**src/rtl/l2_req_arbiter.sv**
```systemverilog
// ----------------------------------------------------------------------------
// l2_req_arbiter
//
// Arbitrates Icache, Dcache and L2-prefetcher requests onto the single L2
// request port. One transaction is held at a time: the winner's address and
// type are latched, presented to L2 while in REQ, and the L2 addrOK/dataOK
// handshakes are steered back to the winning source only.
//
// Priority is Dcache > Icache > prefetch, except that a pending Icache request
// that has lost STARVE_MAX consecutive arbitrations to the Dcache wins the
// next one.
//
// Ports
//   clk, rst                          clock, async active-high reset
//   icache_req/addr   -> addrOK/dataOK Icache request and handshake pulses
//   dcache_req/wr/addr-> addrOK/dataOK Dcache request and handshake pulses
//   pref_req/addr     -> addrOK/done   prefetch request (may be withdrawn)
//   l2_req/from/addr  <- l2_addrOK/dataOK  L2 request port and handshakes
//   busy                              high whenever a transaction is held
// ----------------------------------------------------------------------------
module l2_req_arbiter #(
    parameter int STARVE_MAX = 4,
    parameter int CNT_W      = 3
) (
    input  logic        clk,
    input  logic        rst,

    input  logic        icache_req,
    input  logic [31:0] icache_addr,
    output logic        icache_addrOK,
    output logic        icache_dataOK,

    input  logic        dcache_req,
    input  logic        dcache_wr,
    input  logic [31:0] dcache_addr,
    output logic        dcache_addrOK,
    output logic        dcache_dataOK,

    input  logic        pref_req,
    input  logic [31:0] pref_addr,
    output logic        pref_addrOK,
    output logic        pref_done,

    output logic        l2_req,
    output logic [1:0]  l2_from,
    output logic [31:0] l2_addr,
    input  logic        l2_addrOK,
    input  logic        l2_dataOK,

    output logic        busy
);

    typedef enum logic [1:0] {
        ST_IDLE = 2'd0,
        ST_REQ  = 2'd1,
        ST_WAIT = 2'd2
    } state_t;

    typedef enum logic [1:0] {
        SRC_NONE = 2'd0,
        SRC_P    = 2'd1,
        SRC_I    = 2'd2,
        SRC_D    = 2'd3
    } src_t;

    // l2_from encoding seen by L2
    localparam logic [1:0] FROM_P  = 2'd0;
    localparam logic [1:0] FROM_I  = 2'd1;
    localparam logic [1:0] FROM_DR = 2'd2;
    localparam logic [1:0] FROM_DW = 2'd3;

    localparam logic [CNT_W-1:0] STARVE_LIM = CNT_W'(STARVE_MAX);

    state_t           state_q,  state_d;
    src_t             src_q,    src_d;
    logic [1:0]       from_q,   from_d;
    logic [31:0]      addr_q,   addr_d;
    logic [CNT_W-1:0] starve_q, starve_d;

    // Source-agnostic handshake strobes; routed to the granted source below.
    logic addr_ok;
    logic data_ok;
    logic req_out;

    // ------------------------------------------------------------------------
    // State registers
    // ------------------------------------------------------------------------
    always_ff @(posedge clk or posedge rst) begin
        if (rst) begin
            state_q  <= ST_IDLE;
            src_q    <= SRC_NONE;
            from_q   <= 2'd0;
            addr_q   <= 32'd0;
            starve_q <= '0;
        end else begin
            state_q  <= state_d;
            src_q    <= src_d;
            from_q   <= from_d;
            addr_q   <= addr_d;
            starve_q <= starve_d;
        end
    end

    // ------------------------------------------------------------------------
    // Next-state, arbitration and handshake strobes
    // ------------------------------------------------------------------------
    always_comb begin
        state_d  = state_q;
        src_d    = src_q;
        from_d   = from_q;
        addr_d   = addr_q;
        starve_d = starve_q;
        addr_ok  = 1'b0;
        data_ok  = 1'b0;
        req_out  = 1'b0;

        unique case (state_q)
            ST_IDLE: begin
                // Starvation override is checked first so a starved Icache
                // request beats a concurrent Dcache request.
                if (icache_req && (starve_q == STARVE_LIM)) begin
                    state_d  = ST_REQ;
                    src_d    = SRC_I;
                    from_d   = FROM_I;
                    addr_d   = icache_addr;
                    starve_d = '0;
                end else if (dcache_req) begin
                    state_d = ST_REQ;
                    src_d   = SRC_D;
                    from_d  = dcache_wr ? FROM_DW : FROM_DR;
                    addr_d  = dcache_addr;
                    // Count only arbitrations the Icache actually lost.
                    if (icache_req && (starve_q < STARVE_LIM))
                        starve_d = starve_q + CNT_W'(1);
                end else if (icache_req) begin
                    state_d  = ST_REQ;
                    src_d    = SRC_I;
                    from_d   = FROM_I;
                    addr_d   = icache_addr;
                    starve_d = '0;
                end else if (pref_req) begin
                    state_d = ST_REQ;
                    src_d   = SRC_P;
                    from_d  = FROM_P;
                    addr_d  = pref_addr;
                end
            end

            ST_REQ: begin
                if ((src_q == SRC_P) && !pref_req) begin
                    // Prefetcher withdrew before L2 accepted: drop the
                    // request silently, even if L2 answers this cycle.
                    state_d = ST_IDLE;
                    src_d   = SRC_NONE;
                end else begin
                    req_out = 1'b1;
                    if (l2_addrOK) begin
                        addr_ok = 1'b1;
                        if (l2_dataOK) begin
                            data_ok = 1'b1;
                            state_d = ST_IDLE;
                            src_d   = SRC_NONE;
                        end else begin
                            state_d = ST_WAIT;
                        end
                    end
                end
            end

            ST_WAIT: begin
                if (l2_dataOK) begin
                    data_ok = 1'b1;
                    state_d = ST_IDLE;
                    src_d   = SRC_NONE;
                end
            end

            default: begin
                state_d = ST_IDLE;
                src_d   = SRC_NONE;
            end
        endcase
    end

    // ------------------------------------------------------------------------
    // Outputs: strobes are gated by the held grant, so non-granted sources
    // never see a pulse and handshakes in IDLE fall on the floor.
    // ------------------------------------------------------------------------
    assign icache_addrOK = addr_ok && (src_q == SRC_I);
    assign icache_dataOK = data_ok && (src_q == SRC_I);
    assign dcache_addrOK = addr_ok && (src_q == SRC_D);
    assign dcache_dataOK = data_ok && (src_q == SRC_D);
    assign pref_addrOK   = addr_ok && (src_q == SRC_P);
    assign pref_done     = data_ok && (src_q == SRC_P);

    assign l2_req  = req_out;
    assign l2_from = from_q;
    assign l2_addr = addr_q;
    assign busy    = (state_q != ST_IDLE);

endmodule

```
**config.mk**
```make
export PLATFORM = sky130hd
export DESIGN_NAME = l2_req_arbiter
export DESIGN_NICKNAME = d
export VERILOG_FILES = /design/src/rtl/l2_req_arbiter.sv
export SDC_FILE = /design/constraint.sdc
export NUM_CORES = 1
export LEC_CHECK = 0
export ABC_AREA = 1
export BUFFER_PORTS_ARGS = -buffer_cell sky130_fd_sc_hd__buf_2
export CORE_UTILIZATION = 27
export CTS_BUF_LIST = sky130_fd_sc_hd__clkbuf_8
export CTS_CLUSTER_DIAMETER = 60
export DETAILED_ROUTE_END_ITERATION = 10
export SYNTH_ARGS = -nofsm -noshare
export SYNTH_HDL_FRONTEND = slang
export SYNTH_SLANG_ARGS = --single-unit
```
**constraint.sdc**
```tcl
create_clock -name clk -period 3.9 [get_ports clk]
set_clock_uncertainty 0.05 [all_clocks]
set_input_delay 0.195 -clock clk [delete_from_list [all_inputs] [get_ports clk]]
set_output_delay 0.195 -clock clk [all_outputs]
set_load 0.1 [all_outputs]
```
### After elaboration in Yosys (flattened, before gate mapping)

Index checks and enable logic that the tools add are counted.

* bits of input ports: 104
* logic and storage cells: 73
* register bits: 41

* reduce and logical (&&, ||, !) cells: 18
* order comparisons: 1
* add/sub/neg operators: 1
* muxes and demuxes: 38
* equality and inequality tests: 10

Operator list (count)
* $mux 32: 4
* $mux 2: 18
* $mux 3: 4
* $pmux 2 s3: 2
* $logic_and 1x1->1: 9
* $mux 1: 9
* $eq 2x2->1 const B: 3
* $reduce_and 3->1: 2
* $ne 5x5->1 const B: 1
* $eq 2x1->1 const B: 2
* $reduce_and 2->1: 2
* $reduce_bool 4->1: 1
* $add 3x1->3 const B: 1
* $eq 3x3->1 const B: 1
* $lt 3x3->1 const B: 1
* $ne 3x1->1 const B: 1
* $ne 3x3->1 const B: 1
* $reduce_bool 3->1: 1
* $logic_not 2->1: 1
* $ne 2x2->1 const B: 1
* $pmux 1 s2: 1
* $reduce_bool 2->1: 1
* $logic_not 1->1: 1

### Longest topological paths before layout

* word-level depth: 5
* gate-level depth with buffers: 9
* mapped depth without buffers: 9

### Least setup slack after synthesis

OpenSTA, ideal clock, no wires.

* path type: register -> output
* start: register state_q[1]
* end: output dcache_dataOK
* arrival: 2.230 ns
* buffers on the path: 0
* slack: 1.425 ns
* cell stages (with the launch flop): 7
* cell sequence: dfrtp_1 > inv_1 > ha_1 > nand2_1 > nor2_1 > o21bai_1 > nor2_1

* word-level cells in the longest chain between the ends: 3
* elaborated cells on any way between the ends: 4

RTL lines
* start: declaration: RTL line 74 `state_t state_q, state_d;`
* start signal: assignment: RTL line 96 `state_q <= state_d;`
* $eq 2x2->1 / $eq 2x1->1 (equally long branches): RTL line 117 `unique case (state_q)`
* $pmux 1 s2 (*): RTL line 117
* $logic_and 1x1->1 (*): RTL line 192 `assign dcache_dataOK = data_ok && (src_q == SRC_D);`
* end: declaration: RTL line 37 `output logic dcache_dataOK,`

Mark *: on every way between the ends. The rest lies on a longest branch, timed or not.

### Worst setup path in the final report

* start: register state_q[0]
* end: register addr_q[24] (netlist: l2_addr[24])

* word-level cells in the longest chain between the ends: 2

RTL lines
* $logic_not 2->1: RTL line 117
* $reduce_and 2->1 (no line)
* end signal: assignment: RTL line 99 `addr_q <= addr_d;`
* end: declaration: RTL line 77 `logic [31:0] addr_q, addr_d;`

No other way between the ends.
A chain may end at the register's enable or synchronous reset.

==> out/metrics.yaml <==
synth:
  synth_compound_area_share_pct: 3.544
  synth_simple_gate_area_share_pct: 46.93
  yosys.area_share.adder_pct: 2.874
  syn_area_per_cell_sq_um: 6.483
  synth_nets: 513
  synthesis.area_sq_mm: 0.002613
  synth_cell_types: 16
  synth.area.mux_share_pct: 0
  ys_seq_area_share_pct: 39.27
  ys_seq_elements: 41
  synth_top_family_by_area: "simple AND/OR/NAND/NOR gates"
  netlist_instances: 403
  ys_warn_count: 0
  synthXorXnorAreaFrac_pct: 0
timing:
  slew_headroom_pct: 40.43
  slew_viol_final: 0
  hold_ws_ns: 0.03380
  setup_tns_ns: 0
  post-route-period-util_pct: 62.66
  worst_pin_slew_ns: 0.8922
  fmax_mhz: 409.2
  hold_viol: 0
  rsz0062_at_grt: "false"
  post-route-min-period_ns: 2.444
  setup_violations: 0
cts:
  insertion_delay_ns: 0.29
  cts_max_level: 2
  cts.sinks: 41
  clkTransAtPathRegs_ns: 0.08
  cts_resized: 0
  clk_path_buf_depth: 2
  cts_tree: "built"
  cts_made_buffers: 5
  post_cts_buffers: 0
  cts-root-buf: "clkbuf_8"
  cts_hold_buf: 0
power_and_ir_drop:
  p_leak_nw: 1.959
  vdd_drop_max_mv: 0.3907
  power_density_mw_per_mm2: 990.1
layout:
  fill_cells: 1020
  final_cells: 667
  n_antenna_cell: 0
  drive_gt1_share_pct: 30.11
  final_util_pct: 37.75
  final_cell_mix: "145 x buf_2, 120 x nand2_1, 105 x nor2_1"
  layout_commonest_cell: "buf_2"
  stdcell_area_sq_mm: 0.003521
  nets: 647
  synthToLayoutAreaGrowth_pct: 34.77
setup_path:
  startpoint_type: "register"
  worstPathRequired_ns: 4.04
  r2r_start: "state_q[0]$_DFFE_PP0P_"
  cp_data_arrival_time_ns: 2.59
  crit_chain: "inv_1, ha_1, inv_1, a21oi_4, buf_4, nand2_1, nor2_1, nor2_1"
  endpoint_kind: "register"
  crit_family: "buffers and inverters"
  startpoint: "state_q[0]$_DFFE_PP0P_"
  cpMaxStageDelayCell: "a21oi_4"
  worst-path-buf-inv: 3
  crit_fanout: 38
  slowest_delay_ns: 0.59
  critPathKind: "register to register"
die:
  rows: 35
  die_x_um: 100.4
  die_height_um: 100.4
  dieArea_sq_mm: 0.01007
  core_area_sq_mm: 0.009328
  initial_core_util_pct: 28.01
  io_pins: 146
global_routing:
  grt_use_total_pct: 15.81
  antenna_found_initial: 0
  grt_max_degree: 42
  grt_pass1_vias: 2863
  grt_overflow_total: 0
  grt_pass1_wl_um: 12710
drt:
  drtIter0Drc: 113
  vias: 2990
  wl_per_cell_um: 11.78
  drc_errors: 0
  drtAntennaViolNets: 0
  drtPass1Iterations: 4
  vias_per_cell: 4.483
  wirelength_um: 7855
placement:
  dpl_cell_area_sq_mm: 0.003420
  dp.cells: 659
  port_buffers: 145
  place.gp.congestion: 0.7475
  hpwl_um: 5813
outcome:
  outcome: "finished, final reports clean"
worst_hold_path:
  hp-class: "input pin to async pin"
flow_run:
  maxCapViolations: 0
cell families after synthesis:
logic type	after synthesis
AO/OA/AOI/OAI	14
adder cells (fa/ha/maj)	6
buffers and inverters	42
flip-flops	41
AND/OR/NAND/NOR	300
report_power, final:
| group | switching [mW] | internal [mW] | total, mW |
|---|---|---|---|
| Sequential | 0.123 | 0.637 | 0.759 |
| Clock | 0.148 | 0.160 | 0.308 |
| Combinational | 2.01 | 0.406 | 2.42 |
Yosys cell counts:
library cell / count / area, sq um
buf_6: 1 / 11.26
buf_4: 2 / 15.01
ha_1: 6 / 75.07
nand2_1: 120 / 450.4
buf_2: 16 / 80.08
a21oi_4: 1 / 16.27
inv_1: 18 / 67.56
dfrtp_1: 41 / 1026
clkbuf_1: 5 / 18.77
o211ai_1: 1 / 7.510
a31oi_1: 3 / 18.77
o21bai_1: 2 / 15.01
nor2_4: 1 / 11.26
nor2_1: 105 / 394.1
nand3_1: 74 / 370.4
o21ai_0: 7 / 35.03
flip-flops by register name (all words and copies together) (netlist names):
register / count
l2_from: 2
starve_q: 3
l2_addr: 32
state_q: 2
src_q: 2
worst paths after layout:
path | end | slack [ns] | depth (start not counted)
max in group asynchronous | state_q[1]$_DFFE_PP0P_ | 3.20 | 2
worst max register to register | l2_addr[24]$_DFFE_PP0P_ | 1.46 | 8
worst min register to register | l2_addr[7]$_DFFE_PP0P_ | 0.46 | 2
worst max-delay path | l2_addr[24]$_DFFE_PP0P_ | 1.46 | 8
worst min-delay path | l2_addr[30]$_DFFE_PP0P_ | 0.03 | 2
min in group clk | l2_from[0]$_DFFE_PP0P_ | 0.13 | 3
per-stage QoR:
step | total power, mW | setup slack [ns]
floorplan | 2.806 | 1.425
global placement | 3.176 | 1.417
detailed placement | 3.208 | 1.326
CTS | 3.530 | 1.405
global route | 3.707 | 1.158
finish | 3.486 | 1.456
per-layer routing:
metal | wire [um] | track usage [%] | vias up
met5 | 0 | 0 | -
met4 | 45 | 3.679 | 0
met3 | 439 | 2.577 | 5
met2 | 3923 | 29.03 | 99
met1 | 3447 | 19.23 | 1351
li1 | - | - | 1535
final cells by class:
type | instances | area [sq um] | area share (%)
Multi-Input combinational cell | 320 | 1394 | 39.59
Sequential cell | 41 | 1026 | 29.14
Timing Repair Buffer | 151 | 770.7 | 21.89
Tap cell | 129 | 161.4 | 4.584
Clock buffer | 7 | 96.34 | 2.736
Inverter | 18 | 67.56 | 1.919
Clock inverter | 1 | 5.005 | 0.1421
worst reg2reg max path: stages, from the launching register on:
cell,delay (ns)
dfrtp_1,0.42
inv_1,0.10
ha_1,0.29
inv_1,0.16
a21oi_4,0.59
buf_4,0.46
nand2_1,0.13
nor2_1,0.10
nor2_1,0.04
No activity file was read; power rests on OpenSTA's default activity.
